$ cat src/rtl/tcdm_bank_pkg.sv
// Shared types, request field layout and a request pack helper for the TCDM bank adapter.
// The field offsets below describe the default 10-bit address / 32-bit data configuration.
package tcdm_bank_pkg;

    typedef enum logic [1:0] {
        AmoNone = 2'b00,
        AmoAdd  = 2'b01,
        AmoSwap = 2'b10,
        AmoOr   = 2'b11
    } amo_op_e;

    localparam int unsigned AmoWidth        = 2;
    localparam int unsigned DefAddrWidth    = 10;
    localparam int unsigned DefDataWidth    = 32;
    localparam int unsigned DefBeWidth      = DefDataWidth / 8;
    localparam int unsigned DefReqDataWidth = AmoWidth + 1 + DefBeWidth + DefAddrWidth
                                              + DefDataWidth;

    // Packed request layout, MSB to LSB: amo, wen, be, addr, data.
    localparam int unsigned DefDataOff = 0;
    localparam int unsigned DefAddrOff = DefDataOff + DefDataWidth;
    localparam int unsigned DefBeOff   = DefAddrOff + DefAddrWidth;
    localparam int unsigned DefWenOff  = DefBeOff + DefBeWidth;
    localparam int unsigned DefAmoOff  = DefWenOff + 1;

    function automatic logic [DefReqDataWidth-1:0] pack_req(
        input amo_op_e                 amo,
        input logic                    wen,
        input logic [DefBeWidth-1:0]   be,
        input logic [DefAddrWidth-1:0] addr,
        input logic [DefDataWidth-1:0] data
    );
        logic [DefReqDataWidth-1:0] req;
        req = '0;
        req[DefAmoOff +: AmoWidth]     = amo;
        req[DefWenOff]                 = wen;
        req[DefBeOff +: DefBeWidth]    = be;
        req[DefAddrOff +: DefAddrWidth] = addr;
        req[DefDataOff +: DefDataWidth] = data;
        return req;
    endfunction

endpackage

$ cat src/rtl/tcdm_amo_alu.sv
// Combinational new-word generator for the RMW write: byte merge for sub-word stores,
// or the atomic result (ADD/SWAP/OR operate on the full word and ignore the byte enables).
module tcdm_amo_alu
    import tcdm_bank_pkg::*;
#(
    parameter int unsigned  DataWidth = 32,
    localparam int unsigned BeWidth   = DataWidth / 8
) (
    input  logic [DataWidth-1:0] old_i,
    input  logic [DataWidth-1:0] data_i,
    input  logic [BeWidth-1:0]   be_i,
    input  amo_op_e              op_i,
    output logic [DataWidth-1:0] new_o
);

    logic [DataWidth-1:0] merged;

    always_comb begin
        merged = old_i;
        for (int unsigned i = 0; i < BeWidth; i++) begin
            if (be_i[i]) begin
                merged[8*i +: 8] = data_i[8*i +: 8];
            end
        end
    end

    always_comb begin
        new_o = merged;
        unique case (op_i)
            AmoNone: new_o = merged;
            AmoAdd:  new_o = old_i + data_i;
            AmoSwap: new_o = data_i;
            AmoOr:   new_o = old_i | data_i;
        endcase
    end

endmodule

$ cat src/rtl/tcdm_bank_adapter.sv
// Bridges one crossbar output port onto a single-port, word-write-only SRAM bank.
// Sub-word writes (and atomics when TCDM_BANK_ADAPTER_AMO_EN is defined) take a 2-cycle RMW.
module tcdm_bank_adapter
    import tcdm_bank_pkg::*;
#(
    parameter int unsigned  AddrWidth    = 10,
    parameter int unsigned  DataWidth    = 32,
    localparam int unsigned BeWidth      = DataWidth / 8,
    localparam int unsigned ReqDataWidth = 3 + BeWidth + AddrWidth + DataWidth
) (
    input  logic                    clk_i,
    input  logic                    rst_ni,
    input  logic                    req_i,
    output logic                    gnt_o,
    input  logic [ReqDataWidth-1:0] wdata_i,
    output logic [DataWidth-1:0]    rdata_o,
    output logic                    bank_req_o,
    output logic                    bank_we_o,
    output logic [AddrWidth-1:0]    bank_addr_o,
    output logic [DataWidth-1:0]    bank_wdata_o,
    input  logic [DataWidth-1:0]    bank_rdata_i,
    output logic                    busy_o
);

    localparam int unsigned DataOff = 0;
    localparam int unsigned AddrOff = DataOff + DataWidth;
    localparam int unsigned BeOff   = AddrOff + AddrWidth;
    localparam int unsigned WenOff  = BeOff + BeWidth;
    localparam int unsigned AmoOff  = WenOff + 1;

    typedef enum logic {StIdle, StRmwWr} state_e;

    state_e               state_q;
    logic [AddrWidth-1:0] rmw_addr_q;
    logic [BeWidth-1:0]   rmw_be_q;
    logic [DataWidth-1:0] rmw_data_q;
    amo_op_e              rmw_op_q;
    logic                 empty_q;

    logic [AmoWidth-1:0]  req_amo_raw;
    amo_op_e              req_amo;
    logic                 req_wen;
    logic [BeWidth-1:0]   req_be;
    logic [AddrWidth-1:0] req_addr;
    logic [DataWidth-1:0] req_data;

    logic                 is_amo;
    logic                 is_full;
    logic                 is_empty;
    logic                 is_rmw;
    logic [DataWidth-1:0] rmw_new;

    assign req_amo_raw = wdata_i[AmoOff +: AmoWidth];
    assign req_wen     = wdata_i[WenOff];
    assign req_be      = wdata_i[BeOff +: BeWidth];
    assign req_addr    = wdata_i[AddrOff +: AddrWidth];
    assign req_data    = wdata_i[DataOff +: DataWidth];

`ifdef TCDM_BANK_ADAPTER_AMO_EN
    assign req_amo = amo_op_e'(req_amo_raw);
`else
    logic unused_amo;
    assign unused_amo = ^req_amo_raw;
    assign req_amo    = AmoNone;
`endif

    // Atomics always go down the RMW path; everything else is classified by wen and be.
    always_comb begin
        is_amo   = (req_amo != AmoNone);
        is_full  = req_wen && (&req_be) && !is_amo;
        is_empty = req_wen && (req_be == '0) && !is_amo;
        is_rmw   = is_amo || (req_wen && !is_full && !is_empty);
    end

    always_ff @(posedge clk_i or negedge rst_ni) begin
        if (!rst_ni) begin
            state_q    <= StIdle;
            rmw_addr_q <= '0;
            rmw_be_q   <= '0;
            rmw_data_q <= '0;
            rmw_op_q   <= AmoNone;
            empty_q    <= 1'b0;
        end else begin
            unique case (state_q)
                StIdle: begin
                    empty_q <= req_i && is_empty;
                    if (req_i && is_rmw) begin
                        state_q    <= StRmwWr;
                        rmw_addr_q <= req_addr;
                        rmw_be_q   <= req_be;
                        rmw_data_q <= req_data;
                        rmw_op_q   <= req_amo;
                    end
                end
                StRmwWr: begin
                    empty_q <= 1'b0;
                    state_q <= StIdle;
                end
                default: state_q <= StIdle;
            endcase
        end
    end

    tcdm_amo_alu #(
        .DataWidth (DataWidth)
    ) u_amo_alu (
        .old_i  (bank_rdata_i),
        .data_i (rmw_data_q),
        .be_i   (rmw_be_q),
        .op_i   (rmw_op_q),
        .new_o  (rmw_new)
    );

    // The RMW write cycle owns the bank, so any new request is held off for one cycle.
    always_comb begin
        gnt_o        = req_i;
        bank_req_o   = req_i && !is_empty;
        bank_we_o    = req_i && is_full;
        bank_addr_o  = req_addr;
        bank_wdata_o = req_data;
        if (state_q == StRmwWr) begin
            gnt_o        = 1'b0;
            bank_req_o   = 1'b1;
            bank_we_o    = 1'b1;
            bank_addr_o  = rmw_addr_q;
            bank_wdata_o = rmw_new;
        end
    end

    assign busy_o  = (state_q == StRmwWr);
    assign rdata_o = empty_q ? '0 : bank_rdata_i;

endmodule

$ cat config.mk
export PLATFORM = sky130hd
export DESIGN_NAME = tcdm_bank_adapter
export DESIGN_NICKNAME = d
export VERILOG_FILES = /design/src/rtl/tcdm_bank_pkg.sv /design/src/rtl/tcdm_amo_alu.sv /design/src/rtl/tcdm_bank_adapter.sv
export SDC_FILE = /design/constraint.sdc
export NUM_CORES = 1
export LEC_CHECK = 0
export CAP_MARGIN = 30
export CORE_ASPECT_RATIO = 1.1
export CORE_MARGIN = 5
export CORE_UTILIZATION = 39
export DETAILED_ROUTE_END_ITERATION = 12
export GPL_ROUTABILITY_DRIVEN = 0
export PLACE_DENSITY = 0.81
export SLEW_MARGIN = 20
export SYNTH_ARGS = -nofsm -noshare
export SYNTH_HDL_FRONTEND = slang
export SYNTH_SLANG_ARGS = --single-unit
$ cat constraint.sdc
create_clock -name clk_i -period 2.1 [get_ports clk_i]
set_clock_uncertainty 0.05 [all_clocks]
set_input_delay 0.315 -clock clk_i [delete_from_list [all_inputs] [get_ports clk_i]]
set_output_delay 0.315 -clock clk_i [all_outputs]
set_load 0.05 [all_outputs]
---- Word-level counts from Yosys, hierarchy flattened ----
Cells that the tools add are included.
word-level totals
  word-level logic and storage cells ...... 32
  register bits ........................... 48
  input bits .............................. 84
  output and inout bits ................... 78
cells by class
  bitwise operators ....................... 1
  mux-type cells .......................... 13
  reductions and logical operators ........ 13
operators with widths
  operator             number
  $mux W32             2
  $mux W8              4
  $mux W10             1
  $logic_and A1 B1 Y1  8
  $logic_not A4 Y1     1
  $mux W1              4
  $pmux W1 S2          2
  $reduce_and A4 Y1    1
  $logic_not A1 Y1     2
  $reduce_and A2 Y1    1
  $not A1 Y1           1

---- Depth between registers and ports, before layout ----
Gate-level depths: netlist of the first run.
  word-level depth ........................ 8
  mapped depth ............................ 5

---- Modules after synthesis ----
Synthesis of the first run repeated with hierarchy kept, for this count alone.
second synthesis, totals
  cell total of the unflattened synthesis .. 688
  area, all modules ....................... 5950.7 um^2
modules (own cells, without submodules)
  module             cells each  sequential area each (um^2)  instances  area each (um^2)
  tcdm_amo_alu       496         0.0                          1          3219.3
  tcdm_bank_adapter  192         1201.2                       1          2731.4

---- Worst setup path before layout of the first run ----
No wires, ideal clock.
  path kind ............................... register -> output
  start point ............................. register state_q, in the netlist busy_o
  end point ............................... output port bank_wdata_o[25]
  data arrival time ....................... 2.194 ns
  path slack .............................. -0.459 ns
  stages on the path, launching flop included .. 5
  required time ........................... 1.735 ns
  cell sequence ........................... dfrtp_1 buf_1 clkbuf_1 nor2_1 a21oi_1
between the ends
  cells in the longest elaborated chain, start to end .. 1
ends and longest elaborated chain
  item                    RTL line                  source
  from (decl)             tcdm_bank_adapter.sv:33   state_e state_q;
  from (signal assigned)  tcdm_bank_adapter.sv:77   state_q <= StIdle;
  from (signal assigned)  tcdm_bank_adapter.sv:88   state_q <= StRmwWr;
  from (signal assigned)  tcdm_bank_adapter.sv:97   state_q <= StIdle;
  $mux W32                tcdm_bank_adapter.sv:121  if (state_q == StRmwWr) begin
  to (decl)               tcdm_bank_adapter.sv:20   output logic [DataWidth-1:0] bank_wdata_o,
Every way passes these cells.

---- Worst setup path in the final report of the first run ----
  start point ............................. register rmw_be_q[3]
  end point ............................... output port bank_wdata_o[26]
between the ends
  cells in the longest elaborated chain, start to end .. 2
ends and longest elaborated chain
  item                    RTL line                  source
  from (decl)             tcdm_bank_adapter.sv:35   logic [BeWidth-1:0] rmw_be_q;
  from (signal assigned)  tcdm_bank_adapter.sv:90   rmw_be_q <= req_be;
  $mux W8                 tcdm_amo_alu.sv:21        if (be_i[i]) begin
  $mux W32                tcdm_bank_adapter.sv:121
Every way passes these cells.

==> run_summary.xml, run 1 <==
<?xml version="1.0" encoding="UTF-8"?>
<metrics>
  <group name="timing">
    <metric name="finalSetupTns" unit="ns">0</metric>
    <metric name="finalSetupViolations" unit="">0</metric>
    <metric name="slew-limit-headroom" unit="">0.610</metric>
    <metric name="timing.final.hold_violations" unit="">0</metric>
    <metric name="worstMarginPinSlew" unit="ns">0.584</metric>
    <metric name="fmax" unit="MHz">503</metric>
    <metric name="rsz0062_at_grt" unit="">no</metric>
    <metric name="final_period_minus_worst_setup_slack" unit="ns">1.99</metric>
    <metric name="slew_viol_final" unit="">0</metric>
    <metric name="fin_crit_sh" unit="">0.947</metric>
  </group>
  <group name="global_route">
    <metric name="grt_start_max_net_pins" unit="">39</metric>
    <metric name="grtUsageMet3" unit="">0.0448</metric>
    <metric name="grt_first_pass_wirelength" unit="um">13500</metric>
    <metric name="antenna_found_initial" unit="">0</metric>
    <metric name="global_route.usage.met2" unit="">0.338</metric>
    <metric name="grt_use_total" unit="">0.181</metric>
    <metric name="grt_util_met1" unit="">0.213</metric>
    <metric name="globalRoute.totalOverflow" unit="">0</metric>
    <metric name="top_usage_layer_grt" unit="">met2</metric>
    <metric name="vias_in_the_first_global_route" unit="">2666</metric>
  </group>
  <group name="route">
    <metric name="vias_per_cell" unit="">4.98</metric>
    <metric name="totalWireLength" unit="um">8500</metric>
    <metric name="route.vias.total" unit="">2524</metric>
    <metric name="drtIter0Drc" unit="">44</metric>
    <metric name="drc_errors" unit="">0</metric>
    <metric name="ant_nets" unit="">0</metric>
    <metric name="routed_wire_length_per_instance" unit="um">16.8</metric>
    <metric name="detail_route.first_pass.iterations" unit="">4</metric>
  </group>
  <group name="worst_setup_path">
    <metric name="cpLargestDelayFamily" unit="">flip-flops</metric>
    <metric name="critical_path_required" unit="ns">1.74</metric>
    <metric name="critical_path.slowest_cell" unit="">sky130_fd_sc_hd__dfrtp_1</metric>
    <metric name="critical_path.cell_chain" unit="">mux2i_1 &gt; a21oi_4 &gt; buf_12</metric>
    <metric name="slowest_delay" unit="ns">0.72</metric>
    <metric name="critPathMaxFanout" unit="">9</metric>
    <metric name="worstPathArrival" unit="ns">1.62</metric>
    <metric name="setup.worst_path.start" unit="">rmw_be_q[3]</metric>
    <metric name="crit_path_end_kind" unit="">output port</metric>
    <metric name="timing.setup.critical_path_class" unit="">flip-flop to output port</metric>
    <metric name="regToRegStartpoint" unit="">busy_o</metric>
    <metric name="worst_setup_path_start_kind" unit="">flip-flop</metric>
    <metric name="cp_num_buf_inv" unit="">1</metric>
  </group>
  <group name="status">
    <metric name="status" unit="">finished, final reports clean</metric>
  </group>
  <group name="synthesis">
    <metric name="yosys.area.top_type_share" unit="">0.411</metric>
    <metric name="number_of_synthesized_register_bits" unit="">48</metric>
    <metric name="mappedNetlistArea" unit="um2">2930</metric>
    <metric name="synth_nets" unit="">346</metric>
    <metric name="synth_sequential_area_ratio" unit="">0.411</metric>
    <metric name="yosys-top-cells-area" unit="">sky130_fd_sc_hd__dfrtp_1 (41%), sky130_fd_sc_hd__mux2_4 (15%), sky130_fd_sc_hd__mux2i_1 (11%)</metric>
    <metric name="synth.lib_cells_used.distinct" unit="">21</metric>
    <metric name="post_synth_inst_count" unit="">262</metric>
    <metric name="synth_area_per_cell" unit="um2">11.2</metric>
    <metric name="synth_top_cell_by_area" unit="">sky130_fd_sc_hd__dfrtp_1</metric>
    <metric name="yosys_warnings" unit="">0</metric>
  </group>
  <group name="place">
    <metric name="placed_cells_incl_taps" unit="">498</metric>
    <metric name="detailed_place_hpwl" unit="um">6650</metric>
    <metric name="portBuffers" unit="">159</metric>
  </group>
  <group name="cts">
    <metric name="clk_pin_slew_worst_paths" unit="ns">0.09</metric>
    <metric name="cts_root_buffer" unit="">sky130_fd_sc_hd__clkbuf_8</metric>
    <metric name="max-clock-path-buffers" unit="">2</metric>
    <metric name="clk_latency" unit="ns">0.29</metric>
    <metric name="tritoncts_clock_tree" unit="">yes</metric>
    <metric name="tritoncts_num_sinks" unit="">48</metric>
    <metric name="cts_inserted_buffers" unit="">5</metric>
    <metric name="clock_tree.htree_level_count" unit="">2</metric>
  </group>
  <group name="floorplan">
    <metric name="design.core.area" unit="um2">7390</metric>
    <metric name="die_h" unit="um">101</metric>
    <metric name="ios" unit="">162</metric>
    <metric name="die_w" unit="um">92.6</metric>
    <metric name="row_count" unit="">33</metric>
    <metric name="dieArea" unit="um2">9330</metric>
    <metric name="initial_utilization" unit="">0.396</metric>
  </group>
  <group name="power">
    <metric name="peak_supply_drop" unit="mV">0.330</metric>
    <metric name="leakagePower" unit="nW">2.38</metric>
    <metric name="cellPowerDensity" unit="nW/um2">684</metric>
  </group>
  <group name="cells_and_area">
    <metric name="fin_cells" unit="">507</metric>
    <metric name="synthToLayoutAreaGrowth" unit="%">75.6</metric>
    <metric name="num-nets-final" unit="">503</metric>
    <metric name="layout_commonest_cell" unit="">sky130_fd_sc_hd__clkdlybuf4s50_1</metric>
    <metric name="commonest_cells_after_routing_fill_and_taps_aside" unit="">sky130_fd_sc_hd__clkdlybuf4s50_1 (79), sky130_fd_sc_hd__dfrtp_1 (47), sky130_fd_sc_hd__buf_12 (45), sky130_fd_sc_hd__buf_4 (43)</metric>
    <metric name="final_layout_size_suffix_gt1_frac" unit="">0.376</metric>
    <metric name="diodes" unit="">0</metric>
  </group>
  <group name="min_path">
    <metric name="hp-start" unit="">wdata_i[43]</metric>
    <metric name="worst_hold_path_type" unit="">input port to flip-flop</metric>
  </group>
  <group name="run">
    <metric name="maxCapViolCount" unit="">0</metric>
  </group>
</metrics>
final cells by class:
cell class	count	area, um2
Timing Repair Buffer	170	2040
Inverter	1	3.75
Fill cell	553	2250
Tap cell	87	109
Clock buffer	6	72.6
Sequential cell	48	1200
Multi-Input combinational cell	193	1700
Clock inverter	2	12.5
synthesized netlist by cell type:
library cell and n:
sky130_fd_sc_hd__mux2_2 7, sky130_fd_sc_hd__mux2i_1 32, sky130_fd_sc_hd__buf_8 3, sky130_fd_sc_hd__buf_2 1
sky130_fd_sc_hd__buf_6 1, sky130_fd_sc_hd__mux2_4 29, sky130_fd_sc_hd__nand4_1 1, sky130_fd_sc_hd__nor4_2 1
sky130_fd_sc_hd__and3_1 1, sky130_fd_sc_hd__buf_1 2, sky130_fd_sc_hd__dfrtp_1 48, sky130_fd_sc_hd__clkbuf_1 13
sky130_fd_sc_hd__o21bai_1 1, sky130_fd_sc_hd__nand2_1 2, sky130_fd_sc_hd__mux2_1 20, sky130_fd_sc_hd__nand4b_1 1
sky130_fd_sc_hd__inv_2 1, sky130_fd_sc_hd__nor2b_1 33, sky130_fd_sc_hd__a21oi_1 32, sky130_fd_sc_hd__nor2_1 32
sky130_fd_sc_hd__a21o_1 1
cells by family (layout without fill, tap and decap cells):
group                  Yosys count  in the layout  synth area share
AOI/OAI and AO/OA               34             34            0.0599
buffers and inverters           21            179            0.0415
DFF                             48             48             0.411
muxes                           88             88             0.362
and+or+nand+nor                 71             71             0.126
through the flow:
stage               area, um2  utilization  total power [W]  worst slack, ns  hold slack (ns)
finish                   5140        0.695          0.00351            0.112            0.319
detailed placement       5040        0.682          0.00301          -0.0480            0.281
global placement         5040        0.682          0.00297          -0.0112            0.282
CTS                      5130        0.695          0.00356           0.0763            0.451
global route             5140        0.695          0.00369          0.00680            0.335
floorplan                3020            -          0.00226           -0.120          -0.0306
timing repair:
action | CTS | global route
hold buffers | 1 | 0
resized for setup | 0 | 1
hold endpoints to repair | 22 | 0
setup buffers | 0 | 0
setup endpoints to repair | 0 | 1
metal layers:
layer | up-vias | wire length [um] | part of all wire
li1 | 1222 | - | -
met1 | 1228 | 3290 | 0.39
met2 | 72 | 4620 | 0.54
met3 | 2 | 553 | 0.065
met4 | 0 | 42 | 0.0049
met5 | - | 0 | 0
final timing paths:
| kind | endpoint | slack [ns] | cells after the start |
|---|---|---|---|
| max reg2reg | rmw_data_q[28] | 0.46 | 4 |
| max in group asynchronous | busy_o | 0.88 | 3 |
| max | bank_wdata_o[26] | 0.11 | 3 |
| min reg2reg | rmw_addr_q[9] | 0.44 | 1 |
| min | rmw_be_q[1] | 0.32 | 2 |
| min in group asynchronous | rmw_addr_q[4] | 0.49 | 2 |
registers in the layout (all words and copies together) (netlist names):
name        count
rmw_addr_q     10
busy_o          1
rmw_be_q        4
empty_q         1
rmw_data_q     32
where the power goes:
group          switching (W)  internal, W  total (W)  leakage, nW
sequential          0.000172      0.00110    0.00128        0.567
clock               0.000299     0.000233   0.000533       0.0412
combinational       0.000825     0.000879    0.00170         1.77
No activity file was read; power rests on OpenSTA's default activity.
==> inputs of run 2 (changes only) <==
CTS_BUF_LIST = sky130_fd_sc_hd__clkbuf_16   (was unset)
==> run 2 against run 1 <==
  * Non-clock buffer count did not move
  * Power rose by 6.4%
  * Worst hold slack improved by 0.019 ns
  * Routed wire length did not move
  * Critical path depth rose by 3
  * Via count fell by 0.63%
  * Combinational power barely moved
  * Utilization rose by 0.76 points
  * Fmax rose by 0.29%
  * Setup slack improved by 0.0058 ns
  * Sequential power barely moved
  * Critical endpoint is now bank_req_o
==> run_summary.xml, run 2 (synthesis gave the netlist of run 1 again) <==
<?xml version="1.0" encoding="UTF-8"?>
<metrics>
  <group name="status">
    <metric name="status" unit="">finished, final reports clean</metric>
  </group>
  <group name="cells_and_area">
    <metric name="largest_register" unit="">rmw_data_q</metric>
    <metric name="finish.instance_area" unit="um2">5190</metric>
    <metric name="synthToLayoutAreaGrowth" unit="%">77.5</metric>
    <metric name="layout_commonest_cell" unit="">sky130_fd_sc_hd__clkdlybuf4s50_1</metric>
    <metric name="fin_cells" unit="">507</metric>
    <metric name="largest_reg_flops" unit="">32</metric>
    <metric name="largestRegisters" unit="">rmw_data_q x32, rmw_addr_q x10, rmw_be_q x4</metric>
    <metric name="num-nets-final" unit="">503</metric>
    <metric name="commonest_cells_after_routing_fill_and_taps_aside" unit="">sky130_fd_sc_hd__clkdlybuf4s50_1 (79), sky130_fd_sc_hd__dfrtp_1 (47), sky130_fd_sc_hd__buf_12 (45), sky130_fd_sc_hd__buf_4 (43)</metric>
    <metric name="final_layout_size_suffix_gt1_frac" unit="">0.376</metric>
    <metric name="diodes" unit="">0</metric>
  </group>
  <group name="timing">
    <metric name="fin_crit_sh" unit="">0.944</metric>
    <metric name="setup_slack" unit="ns">0.118</metric>
    <metric name="final_period_minus_worst_setup_slack" unit="ns">1.98</metric>
    <metric name="slew_viol_final" unit="">0</metric>
    <metric name="timing.final.hold_violations" unit="">0</metric>
    <metric name="fmax" unit="MHz">505</metric>
    <metric name="worstMarginPinSlew" unit="ns">0.561</metric>
    <metric name="finalSetupViolations" unit="">0</metric>
    <metric name="slew-limit-headroom" unit="">0.626</metric>
    <metric name="rsz0062_at_grt" unit="">no</metric>
    <metric name="finalSetupTns" unit="ns">0</metric>
  </group>
  <group name="route">
    <metric name="totalWireLength" unit="um">8500</metric>
    <metric name="drc_errors" unit="">0</metric>
    <metric name="ant_nets" unit="">0</metric>
    <metric name="vias_per_cell" unit="">4.95</metric>
    <metric name="route.vias.total" unit="">2508</metric>
    <metric name="detail_route.first_pass.iterations" unit="">4</metric>
    <metric name="drtIter0Drc" unit="">37</metric>
    <metric name="routed_wire_length_per_instance" unit="um">16.8</metric>
  </group>
  <group name="place">
    <metric name="portBuffers" unit="">159</metric>
    <metric name="placed_cells_incl_taps" unit="">498</metric>
    <metric name="dp_worst_setup_slack" unit="ns">-0.0480</metric>
    <metric name="detailed_place_hpwl" unit="um">6650</metric>
    <metric name="post_dp_cell_area" unit="um2">5040</metric>
  </group>
  <group name="power">
    <metric name="peak_supply_drop" unit="mV">0.366</metric>
    <metric name="cell_internal_pwr" unit="W">0.00242</metric>
    <metric name="sequentialPowerShare" unit="">0.342</metric>
    <metric name="power.share.combinational" unit="">0.456</metric>
    <metric name="leakagePower" unit="nW">2.40</metric>
    <metric name="power_switching" unit="W">0.00132</metric>
    <metric name="cellPowerDensity" unit="nW/um2">720</metric>
    <metric name="switching_share" unit="">0.353</metric>
    <metric name="clock_power_frac" unit="">0.202</metric>
  </group>
  <group name="floorplan">
    <metric name="initial_utilization" unit="">0.396</metric>
    <metric name="ios" unit="">162</metric>
    <metric name="dieArea" unit="um2">9330</metric>
    <metric name="row_count" unit="">33</metric>
    <metric name="die_w" unit="um">92.6</metric>
    <metric name="design.core.area" unit="um2">7390</metric>
    <metric name="die_h" unit="um">101</metric>
  </group>
  <group name="cts">
    <metric name="clock_tree.htree_level_count" unit="">2</metric>
    <metric name="tritoncts_clock_tree" unit="">yes</metric>
    <metric name="tritoncts_num_sinks" unit="">48</metric>
    <metric name="max-clock-path-buffers" unit="">2</metric>
    <metric name="clk_latency" unit="ns">0.28</metric>
    <metric name="post-cts-setup-buffer-count" unit="">0</metric>
    <metric name="clk_pin_slew_worst_paths" unit="ns">0.06</metric>
    <metric name="cts_root_buffer" unit="">sky130_fd_sc_hd__clkbuf_16</metric>
    <metric name="cts_inserted_buffers" unit="">5</metric>
  </group>
  <group name="worst_setup_path">
    <metric name="critical_path.cell_chain" unit="">clkdlybuf4s50_1 &gt; nor4_2 &gt; buf_4 &gt; nand2_1 &gt; a21o_1 &gt; buf_12</metric>
    <metric name="crit_path_end_kind" unit="">output port</metric>
    <metric name="worstPathArrival" unit="ns">1.62</metric>
    <metric name="critical_path.slowest_cell" unit="">sky130_fd_sc_hd__clkdlybuf4s50_1</metric>
    <metric name="cp_num_buf_inv" unit="">3</metric>
    <metric name="timing.setup.critical_path_class" unit="">input port to output port</metric>
    <metric name="critPathMaxFanout" unit="">3</metric>
    <metric name="cpLargestDelayFamily" unit="">buffers and inverters</metric>
    <metric name="worst_setup_path_start_kind" unit="">input port</metric>
    <metric name="slowest_delay" unit="ns">0.45</metric>
    <metric name="critical_path_required" unit="ns">1.74</metric>
  </group>
  <group name="global_route">
    <metric name="globalRoute.totalOverflow" unit="">0</metric>
    <metric name="grt_use_total" unit="">0.181</metric>
    <metric name="grt_start_max_net_pins" unit="">39</metric>
    <metric name="grt_first_pass_wirelength" unit="um">13500</metric>
    <metric name="antenna_found_initial" unit="">0</metric>
    <metric name="vias_in_the_first_global_route" unit="">2671</metric>
  </group>
  <group name="min_path">
    <metric name="worst_hold_path_type" unit="">input port to flip-flop</metric>
  </group>
  <group name="run">
    <metric name="maxCapViolCount" unit="">0</metric>
  </group>
</metrics>
## run 2: cell types whose count changed in the layout (fill, tap and decap cells not counted), sizes merged
cell	previous run	this run
inv	1	2
clkbuf	6	5
## run 2: final cells by class
class / instances / area, um2
clock inverter: 3 / 16.3
fill: 544 / 2200
clock buffer: 5 / 125
multi-input combinational: 193 / 1700
tap: 87 / 109
timing repair buffer: 170 / 2040
sequential: 48 / 1200
inverter: 1 / 3.75
## run 2: worst paths after layout
path                               startpoint        endpoint  slack [ns]  cells after the start
worst max-delay path              wdata_i[44]      bank_req_o        0.12                      6
max in group asynchronous              rst_ni          busy_o        0.86                      3
worst max register to register         busy_o  rmw_data_q[26]        0.46                      4
min in group asynchronous              rst_ni   rmw_addr_q[4]        0.50                      2
worst min register to register  rmw_addr_q[9]   rmw_addr_q[9]        0.44                      1
worst min-delay path              wdata_i[43]     rmw_be_q[1]        0.34                      2
## run 2: what timing repair did
action / in CTS / in global routing
hold buffers: 1 / 0
setup endpoints to repair: 0 / 1
endpoints found under the hold margin: 22 / 0
resized for setup: 0 / 1
## run 2: power by group through the flow
stage | clock network (W) | registers, W | logic (W)
2_1_floorplan | 0 | 0.00119 | 0.00107
3_3_place_gp | 0 | 0.00128 | 0.00169
3_5_place_dp | 0 | 0.00129 | 0.00172
4_1_cts | 0.000786 | 0.00128 | 0.00172
5_1_grt | 0.000831 | 0.00130 | 0.00179
6_report | 0.000757 | 0.00128 | 0.00170
## run 2: metal layers
metal / global-route usage / share of wire / vias to the layer above
met5: 0 / 0 / -
met4: 0.0240 / 0.0049 / 0
met3: 0.0448 / 0.064 / 2
met2: 0.338 / 0.54 / 69
met1: 0.215 / 0.39 / 1215
li1: - / - / 1222
## run 2: worst reg2reg max path, delay by kind of cell, from the launching register on
kind,cells,cell delay (ns)
buffers and inverters,1,0.26
DFF,1,0.46
muxes,1,0.33
and+or+nand+nor,2,0.42
## run 2: per-stage QoR
step / hold slack, ns / total power, W / util
3_5_place_dp: 0.281 / 0.00301 / 0.682
4_1_cts: 0.445 / 0.00379 / 0.702
6_report: 0.338 / 0.00374 / 0.703
5_1_grt: 0.360 / 0.00392 / 0.703
2_1_floorplan: -0.0306 / 0.00226 / -
3_3_place_gp: 0.282 / 0.00297 / 0.682
==> inputs of run 3 (changes only) <==
SETUP_SLACK_MARGIN = 0.05   (was unset)
==> run 3 against run 2 <==
  * Non-clock buffer count increased by 2
  * Via count up 3.0%
  * Largest cell class unchanged
  * Critical endpoint is now bank_addr_o[5]
  * Utilization down 0.49 points
  * Critical path depth decreased by 3
  * Count of clock-buffer cells in the layout did not move
  * Worst hold slack gained 0.022 ns
  * Sequential cell count stayed put
  * Power up 2.0%
==> run_summary.xml, run 3 (synthesis gave the netlist of run 1 again) <==
<?xml version="1.0" encoding="UTF-8"?>
<metrics>
  <group name="status">
    <metric name="status" unit="">finished, final reports clean</metric>
  </group>
  <group name="cts">
    <metric name="tritoncts_num_sinks" unit="">48</metric>
    <metric name="clk_pin_slew_worst_paths" unit="ns">0.06</metric>
    <metric name="clock_tree.htree_level_count" unit="">2</metric>
    <metric name="cts_inserted_buffers" unit="">5</metric>
    <metric name="tritoncts_clock_tree" unit="">yes</metric>
    <metric name="clk_latency" unit="ns">0.27</metric>
    <metric name="max-clock-path-buffers" unit="">2</metric>
    <metric name="cts_root_buffer" unit="">sky130_fd_sc_hd__clkbuf_16</metric>
    <metric name="post-cts-setup-buffer-count" unit="">0</metric>
  </group>
  <group name="floorplan">
    <metric name="row_count" unit="">33</metric>
    <metric name="ios" unit="">162</metric>
    <metric name="initial_utilization" unit="">0.396</metric>
    <metric name="die_h" unit="um">101</metric>
    <metric name="dieArea" unit="um2">9330</metric>
    <metric name="die_w" unit="um">92.6</metric>
    <metric name="design.core.area" unit="um2">7390</metric>
  </group>
  <group name="place">
    <metric name="detailed_place_hpwl" unit="um">6820</metric>
    <metric name="placed_cells_incl_taps" unit="">500</metric>
    <metric name="dp_worst_setup_slack" unit="ns">-0.0825</metric>
    <metric name="portBuffers" unit="">159</metric>
  </group>
  <group name="route">
    <metric name="routed_wire_length_per_instance" unit="um">16.9</metric>
    <metric name="ant_nets" unit="">0</metric>
    <metric name="drc_errors" unit="">0</metric>
    <metric name="route.vias.total" unit="">2582</metric>
    <metric name="totalWireLength" unit="um">8610</metric>
    <metric name="vias_per_cell" unit="">5.06</metric>
    <metric name="drtIter0Drc" unit="">51</metric>
    <metric name="detail_route.first_pass.iterations" unit="">4</metric>
  </group>
  <group name="timing">
    <metric name="slew-limit-headroom" unit="">0.619</metric>
    <metric name="slew_viol_final" unit="">0</metric>
    <metric name="final_period_minus_worst_setup_slack" unit="ns">1.96</metric>
    <metric name="fmax" unit="MHz">510</metric>
    <metric name="setup_slack" unit="ns">0.140</metric>
    <metric name="worstMarginPinSlew" unit="ns">0.571</metric>
    <metric name="fin_crit_sh" unit="">0.933</metric>
    <metric name="hold_slack" unit="ns">0.361</metric>
    <metric name="timing.final.hold_violations" unit="">0</metric>
    <metric name="finalSetupViolations" unit="">0</metric>
    <metric name="rsz0062_at_grt" unit="">no</metric>
  </group>
  <group name="cells_and_area">
    <metric name="final_layout_size_suffix_gt1_frac" unit="">0.363</metric>
    <metric name="multiInputGateArea" unit="um2">1720</metric>
    <metric name="fin_cells" unit="">510</metric>
    <metric name="commonest_cells_after_routing_fill_and_taps_aside" unit="">sky130_fd_sc_hd__clkdlybuf4s50_1 (77), sky130_fd_sc_hd__buf_4 (53), sky130_fd_sc_hd__dfrtp_1 (47), sky130_fd_sc_hd__buf_12 (37)</metric>
    <metric name="layout_commonest_cell" unit="">sky130_fd_sc_hd__clkdlybuf4s50_1</metric>
    <metric name="largest_register" unit="">rmw_data_q</metric>
    <metric name="sequential_cell_area" unit="um2">1200</metric>
    <metric name="largest_reg_flops" unit="">32</metric>
    <metric name="synthToLayoutAreaGrowth" unit="%">76.3</metric>
    <metric name="largestRegisters" unit="">rmw_data_q x32, rmw_addr_q x10, rmw_be_q x4</metric>
    <metric name="share_of_the_core_filled_with_cells_in_the_final_layout" unit="">0.698</metric>
    <metric name="num-nets-final" unit="">505</metric>
    <metric name="fill_cells" unit="">555</metric>
  </group>
  <group name="worst_setup_path">
    <metric name="timing.setup.critical_path_class" unit="">flip-flop to output port</metric>
    <metric name="crit_path_end_kind" unit="">output port</metric>
    <metric name="worstPathArrival" unit="ns">1.60</metric>
    <metric name="worst_setup_path_start_kind" unit="">flip-flop</metric>
    <metric name="critical_path_required" unit="ns">1.74</metric>
    <metric name="critPathMaxFanout" unit="">20</metric>
  </group>
  <group name="global_route">
    <metric name="globalRoute.totalOverflow" unit="">0</metric>
    <metric name="grt_start_max_net_pins" unit="">33</metric>
    <metric name="antenna_found_initial" unit="">0</metric>
    <metric name="grt_first_pass_wirelength" unit="um">13800</metric>
    <metric name="grt_use_total" unit="">0.186</metric>
    <metric name="vias_in_the_first_global_route" unit="">2844</metric>
  </group>
  <group name="power">
    <metric name="peak_supply_drop" unit="mV">0.361</metric>
    <metric name="cellPowerDensity" unit="nW/um2">739</metric>
    <metric name="leakagePower" unit="nW">2.41</metric>
  </group>
  <group name="run">
    <metric name="maxCapViolCount" unit="">0</metric>
  </group>
  <group name="min_path">
    <metric name="worst_hold_path_type" unit="">input port to flip-flop</metric>
  </group>
</metrics>
## run 3: changes by cell type in the layout (fill, tap and decap cells not counted), sizes merged
cell,previous run,this run
clkinv,1,2
dlymetal6s2s,1,2
inv,2,1
clkdlybuf4s50,79,77
diode,0,1
dlygate4sd2,0,1
bufinv,0,1
clkinvlp,1,0
buf,89,91
## run 3: path summary, 6_finish.rpt
path | start | end | slack [ns] | cells after the start
setup / recovery | busy_o | bank_addr_o[5] | 0.14 | 3
hold reg to reg | rmw_addr_q[9] | rmw_addr_q[9] | 0.44 | 1
setup reg to reg | busy_o | rmw_be_q[3] | 0.55 | 4
min in group asynchronous | rst_ni | rmw_data_q[13] | 0.51 | 2
max in group asynchronous | rst_ni | busy_o | 0.94 | 3
hold / removal | wdata_i[45] | rmw_be_q[3] | 0.36 | 2
## run 3: critical path, stage by stage, from the launching register on
cell,delay (ns)
sky130_fd_sc_hd__dfrtp_2,0.42
sky130_fd_sc_hd__buf_4,0.32
sky130_fd_sc_hd__mux2_2,0.39
sky130_fd_sc_hd__buf_4,0.19
## run 3: stage by stage
stage | cell area, um2 | power [W] | setup TNS, ns
after floorplan | 3040 | 0.00227 | -0.917
after global placement | 4970 | 0.00292 | -1.72
after detailed placement | 4970 | 0.00297 | -1.87
after CTS | 5140 | 0.00386 | 0
after global routing | 5150 | 0.00398 | 0
final | 5160 | 0.00381 | 0
## run 3: cell type report
| class | count | share of cell area |
|---|---|---|
| flip-flops and latches | 48 | 0.233 |
| multi-input cells | 193 | 0.333 |
| clock inverters | 3 | 0.00728 |
| clock buffers | 5 | 0.0243 |
| inverters | 1 | 0.000728 |
| diodes | 1 | 0.000485 |
| well taps | 87 | 0.0211 |
| repair buffers | 172 | 0.380 |
## run 3: what timing repair did
action,CTS,global route
gates cloned,0,0
setup endpoints to repair,1,1
resized for setup,1,3
pin swaps,1,1
endpoints found under the hold margin,22,0
hold buffers,1,0
## run 3: power breakdown
part / internal, W / total (W) / switching [W]
clock network: 0.000553 / 0.000873 / 0.000320
registers: 0.00111 / 0.00127 / 0.000163
logic: 0.000843 / 0.00167 / 0.000827
## run 3: metal layers
| layer | wire length, um | global-route usage | vias to the layer above |
|---|---|---|---|
| met3 | 614 | 0.0538 | 4 |
| met2 | 4580 | 0.348 | 86 |
| met4 | 58 | 0.0343 | 0 |
| met5 | 0 | 0 | - |
| li1 | - | - | 1227 |
| met1 | 3360 | 0.210 | 1265 |
